[src/rtl/sa_autosa_sdp_rdma_pkg.sv]
// rtl/sa_autosa_sdp_rdma_pkg.sv - shared field layout and FSM states for the SDP read-DMA unpack path
package sa_autosa_sdp_rdma_pkg;

  localparam int DATA_W       = 64;
  localparam int CMD_PD_W     = 15;
  localparam int CMD_CNT_W    = 13;
  localparam int CMD_EOS_BIT  = 13;
  localparam int CMD_LEND_BIT = 14;
  localparam int DP_PD_W      = 66;
  localparam int DP_LAST_BIT  = 64;
  localparam int DP_LEND_BIT  = 65;
  localparam int STATUS_W     = 32;

  typedef enum logic {
    ST_IDLE   = 1'b0,
    ST_ACTIVE = 1'b1
  } state_e;

endpackage

[src/rtl/sa_autosa_sdp_rdma_lat_fifo.sv]
// rtl/sa_autosa_sdp_rdma_lat_fifo.sv - latency FIFO with registered head-of-queue read data
module sa_autosa_sdp_rdma_lat_fifo
  import sa_autosa_sdp_rdma_pkg::*;
#(
  parameter int DEPTH = 16
) (
  input  logic              clk,
  input  logic              rst_n,
  input  logic              wr_vld,
  input  logic [DATA_W-1:0] wr_data,
  input  logic              rd_en,
  output logic [DATA_W-1:0] rd_data,
  output logic              full,
  output logic              empty
);

  localparam int AW = $clog2(DEPTH);

  logic [DATA_W-1:0] mem_q [DEPTH];
  logic [DATA_W-1:0] rd_data_q;
  logic [AW-1:0]     wr_ptr_q, rd_ptr_q, head_ptr;
  logic [AW:0]       cnt_q, cnt_d, remain;
  logic              push, pop;

  assign empty    = (cnt_q == '0);
  assign full     = (cnt_q == (AW+1)'(DEPTH));
  assign pop      = rd_en & !empty;
  assign push     = wr_vld & (!full | pop);
  assign head_ptr = pop ? rd_ptr_q + AW'(1) : rd_ptr_q;
  assign remain   = cnt_q - (AW+1)'(pop);
  assign cnt_d    = remain + (AW+1)'(push);
  assign rd_data  = rd_data_q;

  always_ff @(posedge clk) begin
    if (push) mem_q[wr_ptr_q] <= wr_data;
  end

  // rd_data_q always mirrors the entry that will be at the head after this
  // cycle; a push into a queue that drains to nothing bypasses the array.
  always_ff @(posedge clk or negedge rst_n) begin
    if (!rst_n) begin
      wr_ptr_q  <= '0;
      rd_ptr_q  <= '0;
      cnt_q     <= '0;
      rd_data_q <= '0;
    end else begin
      if (push) wr_ptr_q <= wr_ptr_q + AW'(1);
      if (pop)  rd_ptr_q <= head_ptr;
      cnt_q <= cnt_d;
      if (push && remain == '0)  rd_data_q <= wr_data;
      else if (cnt_d != '0)      rd_data_q <= mem_q[head_ptr];
    end
  end

endmodule

[src/rtl/sa_autosa_sdp_rdma_dat_unpack.sv]
// rtl/sa_autosa_sdp_rdma_dat_unpack.sv - slices DMA read beats into framed transfers toward the SDP datapath
module sa_autosa_sdp_rdma_dat_unpack
  import sa_autosa_sdp_rdma_pkg::*;
#(
  parameter int LAT_FIFO_DEPTH = 16
) (
  input  logic                autosa_core_clk,
  input  logic                autosa_core_rstn,
  input  logic                cmd2dat_pvld,
  output logic                cmd2dat_prdy,
  input  logic [CMD_PD_W-1:0] cmd2dat_pd,
  input  logic                dma_rd_rsp_vld,
  output logic                dma_rd_rsp_rdy,
  input  logic [DATA_W-1:0]   dma_rd_rsp_pd,
  output logic                dma_rd_cdt_lat_fifo_pop,
  output logic                sdp_rdma2dp_valid,
  input  logic                sdp_rdma2dp_ready,
  output logic [DP_PD_W-1:0]  sdp_rdma2dp_pd,
  input  logic                op_load,
  output logic                dp2reg_done,
  output logic [STATUS_W-1:0] dp2reg_status_rd_beats
);

  state_e               state_q;
  logic [CMD_CNT_W-1:0] beat_cnt_q;
  logic                 eos_q, lend_q;
  logic                 cdt_pop_q, done_q;
  logic [STATUS_W-1:0]  rd_beats_q, rd_beats_d;
  logic [DATA_W-1:0]    fifo_data;
  logic                 fifo_full, fifo_empty;
  logic                 rsp_push, out_hs, last_beat, cmd_hs;
  logic                 unused_eos;

  sa_autosa_sdp_rdma_lat_fifo #(.DEPTH(LAT_FIFO_DEPTH)) u_lat_fifo (
    .clk     (autosa_core_clk),
    .rst_n   (autosa_core_rstn),
    .wr_vld  (rsp_push),
    .wr_data (dma_rd_rsp_pd),
    .rd_en   (out_hs),
    .rd_data (fifo_data),
    .full    (fifo_full),
    .empty   (fifo_empty)
  );

  assign dma_rd_rsp_rdy    = !fifo_full;
  assign rsp_push          = dma_rd_rsp_vld & dma_rd_rsp_rdy;
  assign last_beat         = (beat_cnt_q == '0);
  assign sdp_rdma2dp_valid = (state_q == ST_ACTIVE) && !fifo_empty;
  assign out_hs            = sdp_rdma2dp_valid & sdp_rdma2dp_ready;
  // Opening the command port on the final handshake lets the next command
  // follow without an idle cycle.
  assign cmd2dat_prdy      = (state_q == ST_IDLE) || (out_hs && last_beat);
  assign cmd_hs            = cmd2dat_pvld & cmd2dat_prdy;
  assign sdp_rdma2dp_pd    = sdp_rdma2dp_valid ? {lend_q & last_beat, last_beat, fifo_data} : '0;

  assign dma_rd_cdt_lat_fifo_pop = cdt_pop_q;
  assign dp2reg_done             = done_q;
  assign dp2reg_status_rd_beats  = rd_beats_q;
  assign unused_eos              = eos_q;

  always_ff @(posedge autosa_core_clk or negedge autosa_core_rstn) begin
    if (!autosa_core_rstn) begin
      state_q    <= ST_IDLE;
      beat_cnt_q <= '0;
      eos_q      <= 1'b0;
      lend_q     <= 1'b0;
    end else if (cmd_hs) begin
      state_q    <= ST_ACTIVE;
      beat_cnt_q <= cmd2dat_pd[CMD_CNT_W-1:0];
      eos_q      <= cmd2dat_pd[CMD_EOS_BIT];
      lend_q     <= cmd2dat_pd[CMD_LEND_BIT];
    end else if (out_hs) begin
      if (last_beat) state_q    <= ST_IDLE;
      else           beat_cnt_q <= beat_cnt_q - CMD_CNT_W'(1);
    end
  end

  always_comb begin
    rd_beats_d = rd_beats_q;
    if (op_load)                          rd_beats_d = out_hs ? STATUS_W'(1) : '0;
    else if (out_hs && rd_beats_q != '1)  rd_beats_d = rd_beats_q + STATUS_W'(1);
  end

  always_ff @(posedge autosa_core_clk or negedge autosa_core_rstn) begin
    if (!autosa_core_rstn) begin
      cdt_pop_q  <= 1'b0;
      done_q     <= 1'b0;
      rd_beats_q <= '0;
    end else begin
      cdt_pop_q  <= out_hs;
      done_q     <= out_hs & last_beat & lend_q;
      rd_beats_q <= rd_beats_d;
    end
  end

endmodule

[config.mk]
export PLATFORM = sky130hd
export DESIGN_NAME = sa_autosa_sdp_rdma_dat_unpack
export DESIGN_NICKNAME = d
export VERILOG_FILES = /design/src/rtl/sa_autosa_sdp_rdma_pkg.sv /design/src/rtl/sa_autosa_sdp_rdma_lat_fifo.sv /design/src/rtl/sa_autosa_sdp_rdma_dat_unpack.sv
export SDC_FILE = /design/constraint.sdc
export NUM_CORES = 1
export LEC_CHECK = 0
export ABC_AREA = 1
export ABC_CLOCK_PERIOD_IN_PS = 5400
export BUFFER_PORTS_ARGS = -buffer_cell sky130_fd_sc_hd__buf_2
export CORE_MARGIN = 3
export CORE_UTILIZATION = 55
export DETAILED_ROUTE_END_ITERATION = 10
export PLACE_DENSITY = 0.72
export SLEW_MARGIN = 20
export SYNTH_ARGS = -nofsm -noshare
export SYNTH_HDL_FRONTEND = slang
export SYNTH_HIERARCHICAL = 1
export SYNTH_SLANG_ARGS = --single-unit
[constraint.sdc]
create_clock -name autosa_core_clk -period 5.4 [get_ports autosa_core_clk]
set_input_delay 0.27 -clock autosa_core_clk [delete_from_list [all_inputs] [get_ports autosa_core_clk]]
set_output_delay 0.27 -clock autosa_core_clk [all_outputs]
set_load 0.05 [all_outputs]
==> parameters.txt <==
Parameter                              Value

Detailed routing
  Detail Route met3 WL ... 10,100 um
  M1 WL ... about 53,000 um
  Met2 WL ... between 60,000 and 70,000 um
  Average wire length per cell after detail routing ... 19.9 um
  Antenna Nets Post-Route ... 0
  Drc violations ... 0
  Overall routed net length ... 133,000 um
  Via count of the routed design ... 37,500
  Vias per cell ... 5.60
  First-pass iteration count of the detailed router ... 6
  Initial DRC Count ... 4,394
  Top Layer Used ... met4

Worst setup path
  Cell Chain, Critical Path ... nor2_2, nand3_2, inv_1, inv_1, nand2_4, nor2_4, nand2_4, inv_2, ha_1, ha_1, nand2_1, nor2_1, xor2_1, nor4_2, nand2_4, buf_4, nor2_1, nor2_1, nand2_1, nand2_1
  Required time reported for the critical path endpoint ... ~6000 ps
  CP Data Arrival Time ... between 4000 and 5000 ps
  Startpoint type of the worst setup path ... flop
  Critical path's largest stage delay ... roughly 500 ps
  CP bufs+invs ... 4
  Type of element capturing the critical path ... flop
  Kind of critical path ... reg -> reg
  Largest driver fanout on the critical path ... 31
  Cell family with most CP delay ... simple AND/OR/NAND/NOR gates
  Cell with the largest stage delay on the worst path ... sky130_fd_sc_hd__nand2_4

Yosys
  Basic-gate share of the synthesized area counting and, or, nand and nor cells ... 0.249
  Number of cells produced by synthesis ... 5,210
  Average size of a mapped cell ... between 10 and 15 um^2
  Proportion of synthesized area in mux cells ... 0
  Arithmetic-cell share of the synthesized area counting full adders, half adders and majority gates ... 0.00286
  Post-synthesis share of cell area spent on xor and xnor gates ... 0.00564
  Synth top area cells ... sky130_fd_sc_hd__edfxtp_1, sky130_fd_sc_hd__nand3_1, sky130_fd_sc_hd__nand2_1
  Largest area contributor in the netlist ... sky130_fd_sc_hd__edfxtp_1
  Largest family of logic cells by synthesized area ... simple AND/OR/NAND/NOR gates
  Area share of the leading cell type in the synthesized netlist ... 0.585
  Number of register bits inferred by synthesis ... 1,150
  Number of enable flip-flop cells after synthesis ... between 1,000 and 1,500
  Synth Area in Compound Gates ... 0.00338
  Share of synthesized flip-flops with an asynchronous set or reset ... 0.110
  Post-synthesis cell type count ... 36
  Top FF cell, synth ... sky130_fd_sc_hd__edfxtp_1
  Post-Synthesis Net Count ... 5,307
  Yosys warning total ... 6
  Seq/Total Area, Yosys ... 0.645
  Total standard cell area after synthesis ... 52,500 um^2

Clocking
  Post-cts sizing count ... 0
  Number of buffers added for setup after CTS ... 0
  Number of clock sinks ... 1,150
  TritonCTS clock tree ... done
  Master cell of the clock root buffer ... sky130_fd_sc_hd__clkbuf_16
  Number of buffers created by CTS ... roughly 120
  Max H-tree Level ... 3
  Buffers from clock root to sink, at most ... 3
  Clock-pin transition on the worst setup and hold timing paths ... 60 ps
  Clk Latency, worst-skew pair ... 710 ps

Timing
  Post-layout min period ... 3770 ps
  Slew Limit Fails ... 0
  Max-slew headroom ... 0.178
  Worst clock skew ... 35.5 ps
  Number of failing hold endpoints at the final stage ... 0
  Setup slack of the critical path after layout ... 1630 ps
  Final-report setup violation count ... 0
  Max Freq ... approximately 270 MHz
  Actual slew at the worst max-slew pin ... approximately 1200 ps
  Final setup TNS ... 0 ps
  Setup repair after global routing missed its margin ... false
  Period Utilization, post-route ... 0.697

Floorplanning
  Area enclosed by the die boundary ... 99,300 um^2
  Number of primary I/O pins ... around 190
  Placement row count ... 112
  Total core area ... 94,000 um^2
  Die Height ... 315 um
  Horizontal extent of the die ... 315 um
  Initial cell density of the core ... 0.559

Placed design
  Placed cell areas ... 54,600 um^2
  Pre-CTS setup slack ... 1680 ps
  Post-placement cell count ... around 6,400
  Hpwl dp ... 65,100 um
  Port bufs ... 186
  Final RePlAce weighted congestion ... 0.860

Global route
  Final global-route overflow total ... 0
  Via count of the first global-routing pass ... 36,300
  Initial antenna violation count ... 4
  First-pass GRT wire length ... 205,000 um
  Global router's overall resource usage ... 0.266
  Largest net degree at the start of global routing ... 230

Pwr
  LEAKAGE ... between 0.02 and 0.025 uW
  Final Total Pwr ... 33,500 uW
  Highest ir drop seen on vdd ... 0.587 mV
  Cell area power density ... 564 nW/um^2

Final layout
  Post-route design area ... around 59,000 um^2
  Fill cell total of the finished layout ... 7,240
  Layout-stage area growth over the synthesis result ... 13.0%
  Layout net count ... 5,447
  Fraction of final layout cells with drive strength greater than 1 ... 0.0930
  Post-layout instance count excluding filler cells ... 6,701

Min path
  Min-Delay Path Class ... in -> reg

Job
  Number of max-cap violations ... 0

Outcome
  Outcome ... complete, no violations
## cell usage after synthesis, types with 2 or more instances
cell                       number
sky130_fd_sc_hd__nand3_1     1279
sky130_fd_sc_hd__nand2_2       10
sky130_fd_sc_hd__inv_1        892
sky130_fd_sc_hd__nor3_1         3
sky130_fd_sc_hd__dfrtp_1      126
sky130_fd_sc_hd__o21ai_0        7
sky130_fd_sc_hd__nand4_1        4
sky130_fd_sc_hd__nand2_4        2
sky130_fd_sc_hd__buf_1         20
sky130_fd_sc_hd__nor2_2         5
sky130_fd_sc_hd__edfxtp_1    1024
sky130_fd_sc_hd__xor2_1        19
sky130_fd_sc_hd__ha_1          12
sky130_fd_sc_hd__o21ai_2       13
sky130_fd_sc_hd__nand2_1      914
sky130_fd_sc_hd__o21ai_1        3
sky130_fd_sc_hd__xnor2_1       13
sky130_fd_sc_hd__nor2_4         3
sky130_fd_sc_hd__buf_6          4
sky130_fd_sc_hd__inv_2          6
sky130_fd_sc_hd__buf_2        196
sky130_fd_sc_hd__buf_4         22
sky130_fd_sc_hd__nand3b_1     258
sky130_fd_sc_hd__nor2_1       293
sky130_fd_sc_hd__clkbuf_1      71
## routing by layer
layer | vias up | GRT usage
met2 | 1606 | 0.455
met1 | 18100 | 0.352
met3 | 270 | 0.0336
li1 | 17500 | -
met4 | 0 | 0.0921
met5 | - | 0
## registers in the layout (all words and copies together), names as in the netlist
| name | count |
|---|---|
| beat_cnt_q | 13 |
| state_q | 1 |
| lend_q | 1 |
| dma_rd_cdt_lat_fifo_pop | 1 |
| dp2reg_done | 1 |
| dp2reg_status_rd_beats | 32 |
| u_lat_fifo/wr_ptr_q | 4 |
| u_lat_fifo/rd_ptr_q | 4 |
| u_lat_fifo/rd_data | 64 |
| u_lat_fifo/cnt_q | 5 |
| u_lat_fifo/mem_q | 1024 |
## stage by stage
| step | utilization | hold slack [ps] |
|---|---|---|
| after floorplan | - | -25.6 |
| after CTS | 0.632 | 12.6 |
| after global routing | 0.632 | 94.4 |
| after detailed placement | 0.581 | 349 |
| after global placement | 0.581 | 345 |
| final | 0.632 | 68.4 |
## path summary, 6_finish.rpt
path                       depth (start not counted)                            endpoint  slack, ps                                from
setup / recovery                                  20  u_lat_fifo/rd_data[57]$_DFFE_PN0P_       1630       u_lat_fifo/cnt_q[0]$_DFF_PN0_
hold / removal                                     3                 state_q$_DFFE_PN0P_         70                        cmd2dat_pvld
setup reg to reg                                  20  u_lat_fifo/rd_data[57]$_DFFE_PN0P_       1630       u_lat_fifo/cnt_q[0]$_DFF_PN0_
hold reg to reg                                    2  u_lat_fifo/rd_data[18]$_DFFE_PN0P_        480  u_lat_fifo/rd_data[18]$_DFFE_PN0P_
max in group asynchronous                          3       u_lat_fifo/cnt_q[2]$_DFF_PN0_       4030                    autosa_core_rstn
min in group asynchronous                          2  u_lat_fifo/rd_data[13]$_DFFE_PN0P_        150                    autosa_core_rstn
## final cells by class
cell class / count / area (um^2) / share of cell area
diodes: 4 / 10.0 / 0.000169
clock buffers: 135 / 3010 / 0.0507
clock inverters: 75 / 941 / 0.0158
inverters: 900 / 3390 / 0.0571
multi-input cells: 2847 / 13900 / 0.235
flip-flops and latches: 1150 / 33900 / 0.571
well taps: 1254 / 1570 / 0.0264
repair buffers: 336 / 2620 / 0.0441
## timing repair
item / CTS / global route
endpoints found under the hold margin: 1107 / 0
setup endpoints to repair: 0 / 0
hold buffers: 83 / 0
## placed cells by master, fill, tap and decap left out, types with 3 or more instances in the layout
cell type / synthesis / layout
sky130_fd_sc_hd__buf_2: 196 / 185
sky130_fd_sc_hd__edfxtp_1: 1024 / 1024
sky130_fd_sc_hd__o21ai_0: 7 / 7
sky130_fd_sc_hd__clkinv_4: 1 / 4
sky130_fd_sc_hd__inv_2: 6 / 6
sky130_fd_sc_hd__dfrtp_1: 126 / 126
sky130_fd_sc_hd__bufinv_16: 0 / 20
sky130_fd_sc_hd__o21ai_2: 13 / 13
sky130_fd_sc_hd__xor2_1: 19 / 19
sky130_fd_sc_hd__diode_2: 0 / 4
sky130_fd_sc_hd__clkinvlp_4: 0 / 7
sky130_fd_sc_hd__ha_1: 12 / 12
sky130_fd_sc_hd__clkbuf_8: 0 / 4
sky130_fd_sc_hd__nand2_2: 10 / 9
sky130_fd_sc_hd__nor3_1: 3 / 3
sky130_fd_sc_hd__clkinv_2: 0 / 26
sky130_fd_sc_hd__nand2_4: 2 / 4
sky130_fd_sc_hd__inv_1: 892 / 890
sky130_fd_sc_hd__nand4_1: 4 / 4
sky130_fd_sc_hd__nor2_1: 293 / 277
sky130_fd_sc_hd__inv_6: 0 / 4
sky130_fd_sc_hd__clkbuf_1: 71 / 15
sky130_fd_sc_hd__buf_12: 0 / 28
sky130_fd_sc_hd__nor2_4: 3 / 19
sky130_fd_sc_hd__nor2_2: 5 / 5
sky130_fd_sc_hd__nand3_1: 1279 / 1278
sky130_fd_sc_hd__o21ai_4: 0 / 3
sky130_fd_sc_hd__buf_4: 22 / 39
sky130_fd_sc_hd__clkinv_8: 0 / 3
sky130_fd_sc_hd__clkbuf_16: 0 / 116
sky130_fd_sc_hd__dlygate4sd3_1: 0 / 83
sky130_fd_sc_hd__nand3b_1: 258 / 258
sky130_fd_sc_hd__clkinv_1: 1 / 13
sky130_fd_sc_hd__xnor2_1: 13 / 13
sky130_fd_sc_hd__nand2_1: 914 / 911
## report_power, final
group | internal (uW) | switching [uW] | total [uW] | leakage, uW
Sequential | 10900 | 383 | 11300 | 0.0108
Combinational | 3890 | 10000 | 13900 | 0.0122
Clock | 4940 | 3380 | 8320 | 0.00193
## logic make-up after synthesis
kind of cell | Yosys count
xor+xnor | 33
buf+inv | 1213
fa+ha+maj | 12
flops | 1150
simple gates | 2777
compound gates | 25
## tightest hold or removal path: cells and delay by family
kind / cells / cell delay (ps)
buf+inv: 1 / 100
simple gates: 2 / 360
Note: power is estimated with default switching activity, not from simulation.
